==> config.mk <==
export PLATFORM = sky130hd
export DESIGN_NAME = prog_loader_flat
export DESIGN_NICKNAME = d
export VERILOG_FILES = /design/src/rtl/prog_loader_pkg.sv /design/src/rtl/prog_loader_if.sv /design/src/rtl/prog_loader_word_assembler.sv /design/src/rtl/prog_loader.sv /design/src/flat_wrapper.sv
export SDC_FILE = /design/constraint.sdc
export NUM_CORES = 1
export LEC_CHECK = 0
export CAP_MARGIN = 20
export CORE_ASPECT_RATIO = 1.25
export CORE_UTILIZATION = 48
export CTS_BUF_LIST = sky130_fd_sc_hd__clkbuf_8
export CTS_CLUSTER_SIZE = 14
export DETAILED_ROUTE_END_ITERATION = 16
export PLACE_DENSITY = 0.69
export SKIP_CTS_REPAIR_TIMING = 1
export SLEW_MARGIN = 20
export SYNTH_ARGS = -nofsm -noshare
export SYNTH_HDL_FRONTEND = slang
export SYNTH_SLANG_ARGS = --single-unit
==> constraint.sdc <==
create_clock -name i_clk -period 6.15 [get_ports i_clk]
set_clock_uncertainty 0.15 [all_clocks]
set_input_delay 1.23 -clock i_clk [delete_from_list [all_inputs] [get_ports i_clk]]
set_output_delay 1.23 -clock i_clk [all_outputs]
set_load 0.01 [all_outputs]
==> src/rtl/prog_loader_pkg.sv <==
// Shared definitions for the boot-time program loader.
//
// Contents:
//   loader_state_e  - loader FSM states
//   HDR_BYTES, CSUM_BYTES, BYTES_PER_WORD - frame geometry
//   count_too_big() - range check of a header word count against the
//                     instruction memory depth (2**aw words)
package loader_pkg;

  typedef enum logic [2:0] {
    HDR  = 3'd0,
    DATA = 3'd1,
    CSUM = 3'd2,
    DONE = 3'd3,
    ERR  = 3'd4
  } loader_state_e;

  localparam int HDR_BYTES      = 4;
  localparam int CSUM_BYTES     = 4;
  localparam int BYTES_PER_WORD = 4;

  // A count of exactly 2**aw fills the memory and is allowed. The compare
  // is done in 33 bits so the limit itself is representable.
  function automatic logic count_too_big(input logic [31:0] n, input int unsigned aw);
    logic [32:0] limit;
    limit = 33'd1 << aw;
    return ({1'b0, n} > limit);
  endfunction

endpackage

==> src/rtl/prog_loader_if.sv <==
// Stream-in / memory-write-out bundle of the program loader.
//
// Signals:
//   i_rx_data  [7:0]            - stream byte
//   i_rx_valid                  - stream byte valid
//   o_rx_ready                  - loader accepts a byte this cycle
//   o_we                        - instruction memory write strobe
//   o_waddr    [ADDR_WIDTH-1:0] - instruction memory word address
//   o_wdata    [31:0]           - instruction word
//
// Modports:
//   master - the loader (consumes the stream, drives the write port)
//   slave  - the environment (byte source and instruction memory)
interface prog_loader_if #(
  parameter int ADDR_WIDTH = 20
);

  logic [7:0]            i_rx_data;
  logic                  i_rx_valid;
  logic                  o_rx_ready;
  logic                  o_we;
  logic [ADDR_WIDTH-1:0] o_waddr;
  logic [31:0]           o_wdata;

  modport master (
    input  i_rx_data,
    input  i_rx_valid,
    output o_rx_ready,
    output o_we,
    output o_waddr,
    output o_wdata
  );

  modport slave (
    output i_rx_data,
    output i_rx_valid,
    input  o_rx_ready,
    input  o_we,
    input  o_waddr,
    input  o_wdata
  );

endinterface

==> src/rtl/prog_loader_word_assembler.sv <==
// Big-endian byte-to-word assembler shared by header, data and checksum
// phases of the loader.
//
// Ports:
//   i_clk, i_rst   - clock, synchronous active-high reset
//   i_clear        - drop any partially assembled word
//   i_valid        - i_byte is transferred this cycle
//   i_byte [7:0]   - incoming byte, first byte of a word is the MSB
//   o_word_valid   - the byte on i_byte completes a word (one cycle)
//   o_word [31:0]  - assembled word, valid with o_word_valid
//
// The completed word is presented combinationally in the same cycle as its
// last byte, so the caller can act on it at the very edge that accepts that
// byte. Only the first three bytes need storing.
module word_assembler
  import loader_pkg::*;
(
  input  logic        i_clk,
  input  logic        i_rst,
  input  logic        i_clear,
  input  logic        i_valid,
  input  logic [7:0]  i_byte,
  output logic        o_word_valid,
  output logic [31:0] o_word
);

  localparam logic [1:0] LAST_BYTE = 2'(BYTES_PER_WORD - 1);

  logic [1:0]  byte_cnt_reg;
  logic [23:0] shift_reg;

  always_ff @(posedge i_clk) begin
    if (i_rst || i_clear) begin
      byte_cnt_reg <= '0;
      shift_reg    <= '0;
    end else if (i_valid) begin
      // Counter wraps to 0 after the fourth byte; stale shift contents are
      // pushed out by the next word's first three bytes.
      byte_cnt_reg <= byte_cnt_reg + 2'd1;
      shift_reg    <= {shift_reg[15:0], i_byte};
    end
  end

  assign o_word_valid = i_valid && (byte_cnt_reg == LAST_BYTE);
  assign o_word       = {shift_reg, i_byte};

endmodule

==> src/rtl/prog_loader.sv <==
// Boot-time program loader.
//
// Holds the core in reset, receives a framed image
//   [N (4 bytes BE)] [N x 32-bit words BE] [XOR of data words (4 bytes BE)]
// writes the words to instruction memory from word address 0, and releases
// the core only after the checksum matches.
//
// Ports:
//   i_clk, i_rst         - clock, synchronous active-high reset
//   i_start              - restart request, honoured in DONE/ERR only
//   bus (master)         - byte stream in, instruction memory write out
//   o_core_rst_n         - active-low core reset, high only in DONE
//   o_done               - image loaded and verified
//   o_err                - framing/checksum failure
//   o_words_loaded       - words written since the last (re)start
module prog_loader
  import loader_pkg::*;
#(
  parameter int ADDR_WIDTH = 20
) (
  input  logic                  i_clk,
  input  logic                  i_rst,
  input  logic                  i_start,
  prog_loader_if.master         bus,
  output logic                  o_core_rst_n,
  output logic                  o_done,
  output logic                  o_err,
  output logic [ADDR_WIDTH:0]   o_words_loaded
);

  loader_state_e         state_reg, state_next;
  logic [31:0]           word_count_reg, word_count_next;
  logic [ADDR_WIDTH-1:0] word_idx_reg, word_idx_next;
  logic [31:0]           xor_reg, xor_next;
  logic                  we_reg, we_next;
  logic [ADDR_WIDTH-1:0] waddr_reg, waddr_next;
  logic [31:0]           wdata_reg, wdata_next;
  logic [ADDR_WIDTH:0]   words_loaded_reg, words_loaded_next;

  logic        rx_ready;
  logic        rx_accept;
  logic        asm_clear;
  logic        word_valid;
  logic [31:0] word;
  logic        last_word;

  assign rx_ready  = (state_reg == HDR) || (state_reg == DATA) || (state_reg == CSUM);
  assign rx_accept = bus.i_rx_valid && rx_ready;

  word_assembler u_word_assembler (
    .i_clk        (i_clk),
    .i_rst        (i_rst),
    .i_clear      (asm_clear),
    .i_valid      (rx_accept),
    .i_byte       (bus.i_rx_data),
    .o_word_valid (word_valid),
    .o_word       (word)
  );

  // Index N-1 is the final data word. Widened so N == 2**ADDR_WIDTH works.
  assign last_word = ((33'(word_idx_reg) + 33'd1) == {1'b0, word_count_reg});

  always_comb begin
    state_next        = state_reg;
    word_count_next   = word_count_reg;
    word_idx_next     = word_idx_reg;
    xor_next          = xor_reg;
    we_next           = 1'b0;
    waddr_next        = waddr_reg;
    wdata_next        = wdata_reg;
    // The count follows the write strobe, one edge after the word is taken.
    words_loaded_next = words_loaded_reg + {{ADDR_WIDTH{1'b0}}, we_reg};
    asm_clear         = 1'b0;

    case (state_reg)
      HDR: begin
        if (word_valid) begin
          word_count_next = word;
          if (count_too_big(word, ADDR_WIDTH)) begin
            state_next = ERR;
          end else if (word == 32'd0) begin
            state_next = CSUM;
          end else begin
            state_next = DATA;
          end
        end
      end

      DATA: begin
        if (word_valid) begin
          we_next    = 1'b1;
          waddr_next = word_idx_reg;
          wdata_next = word;
          xor_next   = xor_reg ^ word;
          if (last_word) begin
            // Index is left at N-1 so it never wraps for a full memory.
            state_next = CSUM;
          end else begin
            word_idx_next = word_idx_reg + 1'b1;
          end
        end
      end

      CSUM: begin
        if (word_valid) begin
          state_next = (word == xor_reg) ? DONE : ERR;
        end
      end

      DONE, ERR: begin
        if (i_start) begin
          state_next        = HDR;
          word_count_next   = '0;
          word_idx_next     = '0;
          xor_next          = '0;
          words_loaded_next = '0;
          asm_clear         = 1'b1;
        end
      end

      default: begin
        state_next = HDR;
      end
    endcase
  end

  always_ff @(posedge i_clk) begin
    if (i_rst) begin
      state_reg        <= HDR;
      word_count_reg   <= '0;
      word_idx_reg     <= '0;
      xor_reg          <= '0;
      we_reg           <= 1'b0;
      waddr_reg        <= '0;
      wdata_reg        <= '0;
      words_loaded_reg <= '0;
    end else begin
      state_reg        <= state_next;
      word_count_reg   <= word_count_next;
      word_idx_reg     <= word_idx_next;
      xor_reg          <= xor_next;
      we_reg           <= we_next;
      waddr_reg        <= waddr_next;
      wdata_reg        <= wdata_next;
      words_loaded_reg <= words_loaded_next;
    end
  end

  assign bus.o_rx_ready = rx_ready;
  assign bus.o_we       = we_reg;
  assign bus.o_waddr    = waddr_reg;
  assign bus.o_wdata    = wdata_reg;

  assign o_core_rst_n   = (state_reg == DONE);
  assign o_done         = (state_reg == DONE);
  assign o_err          = (state_reg == ERR);
  assign o_words_loaded = words_loaded_reg;

endmodule
==> src/flat_wrapper.sv <==
// flat-port wrapper written by rule: the top's interface ports become plain ports
module prog_loader_flat import loader_pkg::*;
#(
  parameter int ADDR_WIDTH = 20
)
  (i_clk, i_rst, i_start, o_core_rst_n, o_done, o_err, o_words_loaded, bus_i_rx_data, bus_i_rx_valid, bus_o_rx_ready, bus_o_we, bus_o_waddr, bus_o_wdata);
  prog_loader_if #(.ADDR_WIDTH(ADDR_WIDTH)) bus_i ();
  input  logic i_clk;
  input  logic i_rst;
  input  logic i_start;
  output logic o_core_rst_n;
  output logic o_done;
  output logic o_err;
  output logic [ADDR_WIDTH:0] o_words_loaded;
  input wire logic [$bits(bus_i.i_rx_data)-1:0] bus_i_rx_data;
  input wire logic [$bits(bus_i.i_rx_valid)-1:0] bus_i_rx_valid;
  output wire logic [$bits(bus_i.o_rx_ready)-1:0] bus_o_rx_ready;
  output wire logic [$bits(bus_i.o_we)-1:0] bus_o_we;
  output wire logic [$bits(bus_i.o_waddr)-1:0] bus_o_waddr;
  output wire logic [$bits(bus_i.o_wdata)-1:0] bus_o_wdata;
  assign bus_i.i_rx_data = bus_i_rx_data;
  assign bus_i.i_rx_valid = bus_i_rx_valid;
  assign bus_o_rx_ready = bus_i.o_rx_ready;
  assign bus_o_we = bus_i.o_we;
  assign bus_o_waddr = bus_i.o_waddr;
  assign bus_o_wdata = bus_i.o_wdata;
  prog_loader #(.ADDR_WIDTH(ADDR_WIDTH)) u_core (.i_clk(i_clk), .i_rst(i_rst), .i_start(i_start), .bus(bus_i), .o_core_rst_n(o_core_rst_n), .o_done(o_done), .o_err(o_err), .o_words_loaded(o_words_loaded));
endmodule
**Word-level counts from Yosys, hierarchy flattened**

Index checks and enable logic that the tools add are counted.

- Input bits: 12
- Output and inout port bits: 78
- Bits in registers: 187

- Equal/unequal tests: 13
- Add/sub/neg operators: 4
- Muxes and demuxes: 23
- Reductions and logical operators: 16
- Bitwise operators: 2
- Magnitude comparators: 1

Operators by type and width:

| kind | number |
|---|---|
| 32-bit one-hot mux with 2 select lines | 2 |
| 32-bit two-way mux | 3 |
| 20-bit two-way mux | 3 |
| 21-bit two-way mux | 2 |
| 20-bit one-hot mux with 2 select lines | 1 |
| 33-bit by 32-bit equality test with 1-bit output | 1 |
| 32-bit equality test | 1 |
| 32-bit by 21-bit greater-than comparator with 1-bit output (second input constant) | 1 |
| 32-bit logical NOT | 1 |
| 32-bit bitwise XOR | 1 |
| 20-bit by 1-bit adder with 21-bit output (second input constant) | 1 |
| 21-bit by 1-bit adder with 21-bit output | 1 |
| 3-bit two-way mux | 7 |
| 20-bit by 1-bit adder with 20-bit output (second input constant) | 1 |
| 3-bit one-hot mux with 4 select lines | 1 |
| 2-bit != test (second input constant) | 5 |
| 3-bit by 2-bit equality test with 1-bit output (second input constant) | 2 |
| 3-bit AND reduction | 2 |
| 5-bit AND reduction | 1 |
| 4-bit AND reduction | 1 |
| 2-bit nonzero test | 2 |
| 2-bit OR reduction | 2 |
| 3-bit by 1-bit equality test with 1-bit output (second input constant) | 1 |
| 3-bit equality test (second input constant) | 1 |
| other kinds (10) | 15 |

**Logic depth before layout (Yosys ltp)**

- Depth in word-level cells: 7
- Mapped depth: 12
- Gate-level depth less buffers: 9

**By module**

A second synthesis with hierarchy kept.

- Cell total of the unflattened synthesis: 1082
- Area total of the unflattened synthesis: 8645.8 um2

Modules (own cells, without submodules):

| module | area each (um2) | sequential area each (um2) | times used | cells each |
|---|---|---|---|---|
| prog_loader | 7606.0 | 3223.1 | 1 | 987 |
| word_assembler | 1039.7 | 520.5 | 1 | 95 |

**Worst setup path before layout**

OpenSTA, ideal clock, no wires.

- Path kind: input to register
- Start point: in bus_i_rx_valid
- End point: reg u_core.word_idx_reg[16]
- Stages: 8
- Required time: 5.926 ns
- Arrival: 2.865 ns
- Slack: 3.061 ns
- Library setup time: 0.074 ns
- Path buffers: 2
- Cells stage by stage: and2_1 clkbuf_1 nand2_1 a22oi_1 nand2_1 clkbuf_1 or4_1 a31oi_1

- Longest elaborated chain between the ends: 4

Ends and longest elaborated chain:

| what | line | RTL |
|---|---|---|
| from (decl) | flat_wrapper.sv:16 | `input wire logic [$bits(bus_i.i_rx_valid)-1:0] bus_i_rx_valid;` |
| 1-bit logical AND | prog_loader.sv:48 | `assign rx_accept = bus.i_rx_valid && rx_ready;` |
| 1-bit logical AND | prog_loader_word_assembler.sv:44 | `assign o_word_valid = i_valid && (byte_cnt_reg == LAST_BYTE);` |
| 2-bit != test (no line) | -- |  |
| 4-bit AND reduction (no line) | -- |  |
| to (signal assigned) | prog_loader.sv:140 | `word_idx_reg <= word_idx_next;` |
| to (decl) | prog_loader.sv:33 | `logic [ADDR_WIDTH-1:0] word_idx_reg, word_idx_next;` |

Every way passes these cells.
A chain may end at the register's enable or synchronous reset.

**Final worst setup path**

- Start point: reg u_core.word_idx_reg[0]
- End point: reg u_core.word_idx_reg[14]

- Longest elaborated chain between the ends: 4
- Elaborated cells on any way between the ends: 8
- Those cells by class: 2 x add/sub; 2 x eq/ne; 3 x mux; 1 x reduce/logical

Ends and longest elaborated chain:

| what | line |
|---|---|
| 20-bit by 1-bit adder with 21-bit output / 20-bit by 1-bit adder with 20-bit output (equally long branches) | prog_loader.sv:61, prog_loader.sv:99 |
| 33-bit by 32-bit equality test with 1-bit output / 20-bit two-way mux (equally long branches) | prog_loader.sv:61, prog_loader.sv:95 |
| 2-bit != test (no line) / 20-bit two-way mux (equally long branches) | -- |
| 4-bit AND reduction (no line) / 20-bit one-hot mux with 2 select lines (equally long branches) | -- |

Parallel ways exist; a longest one is shown, timed or not. The select of a mux whose other input is x is not followed.

==> impl_metrics.py <==
metrics = {
    "status": {
        "status": "finished, final reports clean",
    },
    "clocking": {
        "clkTransAtPathRegs_ns": 0.09,
        "cts_buffers": 17,
        "cts_sinks": 187,
        "worstSkewPairLatency_ns": 0.47,
        "cts_root_buf": "clkbuf_8",
        "htree_num_levels": 4,
        "clk_path_buf_depth": 2,
        "cts_tree": "yes",
    },
    "setup_path": {
        "cpMaxStageDelayCell": "or4_4",
        "crit_top_cell": "or4_4",
        "path_max_fanout": 26,
        "critPathArrivalTime_ns": 4.08,
        "end_kind": "flip-flop",
        "crit_required_ns": 6.38,
        "cpPeakStageDelay_ns": 0.57,
        "worst-setup-path-type": "reg2reg",
        "cp-start-kind": "flip-flop",
        "crit_chain": "ha_1, inv_1, or4_4, o21ai_2, o21ai_1, or4_4, o31ai_4, buf_4, o211ai_1, a31oi_1",
    },
    "synth": {
        "synth-edff-count": 0,
        "netlist-cell-type-count": 62,
        "ys.flop_type": "dfxtp_1",
        "synth_top_area_cell": "dfxtp_1",
        "synth_area_leaders": "dfxtp_1 (42%), nand2_1 (10%), a21oi_1 (7.3%)",
        "synth_nets": 1162,
        "netlist_area_um2": 8830,
        "syn_area_per_cell_um2": 7.705,
        "synthArstFlopShare_pct": 0,
        "synth_top_area_share_pct": 42.40,
        "yosysSeqAreaShare_pct": 42.40,
        "ys_warn_count": 0,
        "ys_ff_latch": 187,
        "synthCells": 1146,
    },
    "global_routing": {
        "antenna_found_initial": 0,
        "grt_pass1_vias": 7499,
        "grt_use_total_pct": 26.14,
        "grt_max_degree": 75,
        "gr-total-overflow": 0,
        "grt_pass1_wl_um": 38960,
    },
    "sta": {
        "hold_viol_final": 0,
        "setup_viol": 0,
        "setup-tns-final_ns": 0,
        "tightest_slew_ns": 1.001,
        "slew_headroom_pct": 33.04,
        "fmax_mhz": 260.1,
        "period_needed_ns": 3.845,
        "finalCritPeriodShare_pct": 62.51,
        "drv_slew": 0,
        "rsz0062_at_grt": "no",
        "fin_ws_ns": 2.305,
    },
    "route": {
        "wirelength_um": 24020,
        "first_iter_violations": 737,
        "top_layer": "met4",
        "ant_nets": 0,
        "wl_met3_um": 1572,
        "dr_wl_met2_um": 11490,
        "vias_per_cell": 5.822,
        "wl_per_cell_um": 16.97,
        "route.detailed.drc": 0,
        "dr.pass1.iters": 5,
        "vias": 8238,
        "wl_met1_um": 10350,
    },
    "pwr": {
        "p_leak_uw": 0.003328,
        "ir_worst_vdd_mv": 0.1458,
        "p_per_area_nw_per_um2": 212.9,
    },
    "layout": {
        "fin_cells": 1415,
        "area_delta_synth_final_pct": 14.48,
        "drive_gt1_share_pct": 4.971,
        "fin_nets": 1192,
        "n_antenna_cell": 0,
        "nFillCells": 1734,
        "finish.utilization_pct": 56.07,
    },
    "die": {
        "die_area_um2": 18950,
        "start_util_pct": 48.97,
        "core-area_um2": 18030,
        "die_h_um": 153.6,
        "die_x_um": 123.3,
        "pin_count": 90,
        "rows": 55,
    },
    "placement": {
        "place_inst": 1384,
        "place_ws_ns": 1.995,
        "hpwlAfterDp_um": 16180,
        "gp_congestion": 0.8812,
        "io_buffers": 89,
    },
    "min_path": {
        "hold_path.class": "reg2reg",
    },
    "run": {
        "cap_violations": 0,
    },
}
## logic make-up (layout without fill, tap and decap cells)
group	after synthesis	count (layout)	share of synthesized area, %
AOI/OAI and AO/OA	274	274	18.45
xor gates and xnor gates	39	39	3.869
adders and majority gates	5	5	0.6802
buffers and inverters	112	153	5.456
DFF	187	187	42.40
muxes	2	2	0.2267
and+or+nand+nor	527	527	28.92
## final cells by class
cell class	instances	area [µm²]	area share, %
inverters	22	82.58	0.8169
repair buffers	101	985.9	9.754
flip-flops and latches	187	3744	37.03
well taps	228	285.3	2.822
multi-input cells	847	4626	45.76
clock inverters	13	151.4	1.498
clock buffers	17	234.0	2.315
## synthesized netlist by cell type, types with 3 or more instances
master / instances
nand2_1: 244
dfxtp_1: 187
a21oi_1: 129
clkbuf_1: 69
nor2_1: 69
nand3_1: 52
nor2b_1: 45
o21ai_0: 43
a22oi_1: 31
xor2_1: 24
inv_1: 22
a31oi_1: 20
o211ai_1: 20
or4_1: 20
nor3_1: 18
nor4_1: 16
xnor2_1: 15
nand4_1: 14
and3_1: 11
or3_1: 10
buf_4: 8
a2111oi_0: 7
buf_2: 7
ha_1: 4
o21ai_1: 4
and4_1: 3
buf_1: 3
buf_6: 3
o22ai_1: 3
o311ai_1: 3
or4_4: 3
## per-stage QoR
step / power (µW) / hold WS [ns] / instance area (µm²)
global route: 2225 / 0.3237 / 10110
floorplan: 1314 / 0.2816 / 8830
detailed placement: 1351 / 0.2957 / 9708
CTS: 2175 / 0.3092 / 10090
finish: 2152 / 0.3041 / 10110
global placement: 1350 / 0.2909 / 9708
## worst max-delay path: cells and delay by family, from the launching register on
kind / cells / cell delay (ns)
buffers and inverters: 2 / 0.56
flip-flops: 1 / 0.53
AO/OA/AOI/OAI: 5 / 0.96
adder cells (fa/ha/maj): 1 / 0.41
AND/OR/NAND/NOR: 2 / 1.14
## cell usage in the layout (no fill, tap or decap), types with 3 or more instances in the layout
cell,instances
xnor2_1,15
clkdlybuf4s50_1,88
and3_1,11
xor2_1,24
buf_4,12
or4_1,20
o22ai_1,3
o21ai_1,4
clkinv_2,5
dfxtp_1,187
nor2_1,67
nand3_1,52
a31oi_1,20
nand4_1,14
bufinv_16,3
or4_4,3
or3_1,10
nand2_1,243
o21ai_0,42
inv_1,23
a22oi_1,31
nor4_1,16
clkbuf_8,17
and4_1,3
ha_1,4
a2111oi_0,7
nor3_1,18
nor2b_1,45
a21oi_1,129
o311ai_1,3
o211ai_1,20
## layer usage
metal	global-route usage, %	up-vias
met5	0	-
met4	9.639	0
met3	5.898	35
met2	41.66	251
met1	34.20	3892
li1	-	4060
## worst paths after layout
kind                                from                       to  slack (ns)  cells after the start
setup / recovery  u_core.word_idx_reg[0]  u_core.word_idx_reg[14]        2.31                     10
hold / removal     u_core.bus.o_waddr[8]    u_core.bus.o_waddr[8]        0.30                      2
setup reg to reg  u_core.word_idx_reg[0]  u_core.word_idx_reg[14]        2.31                     10
hold reg to reg    u_core.bus.o_waddr[8]    u_core.bus.o_waddr[8]        0.30                      2
## power breakdown
part / internal (µW) / switching [µW] / total, µW
clock: 394 / 434 / 829
sequential: 1220 / 17.9 / 1240
combinational: 27.7 / 60.4 / 88.1
total: 1640 / 513 / 2150
Power figures use the tool's default switching activity.
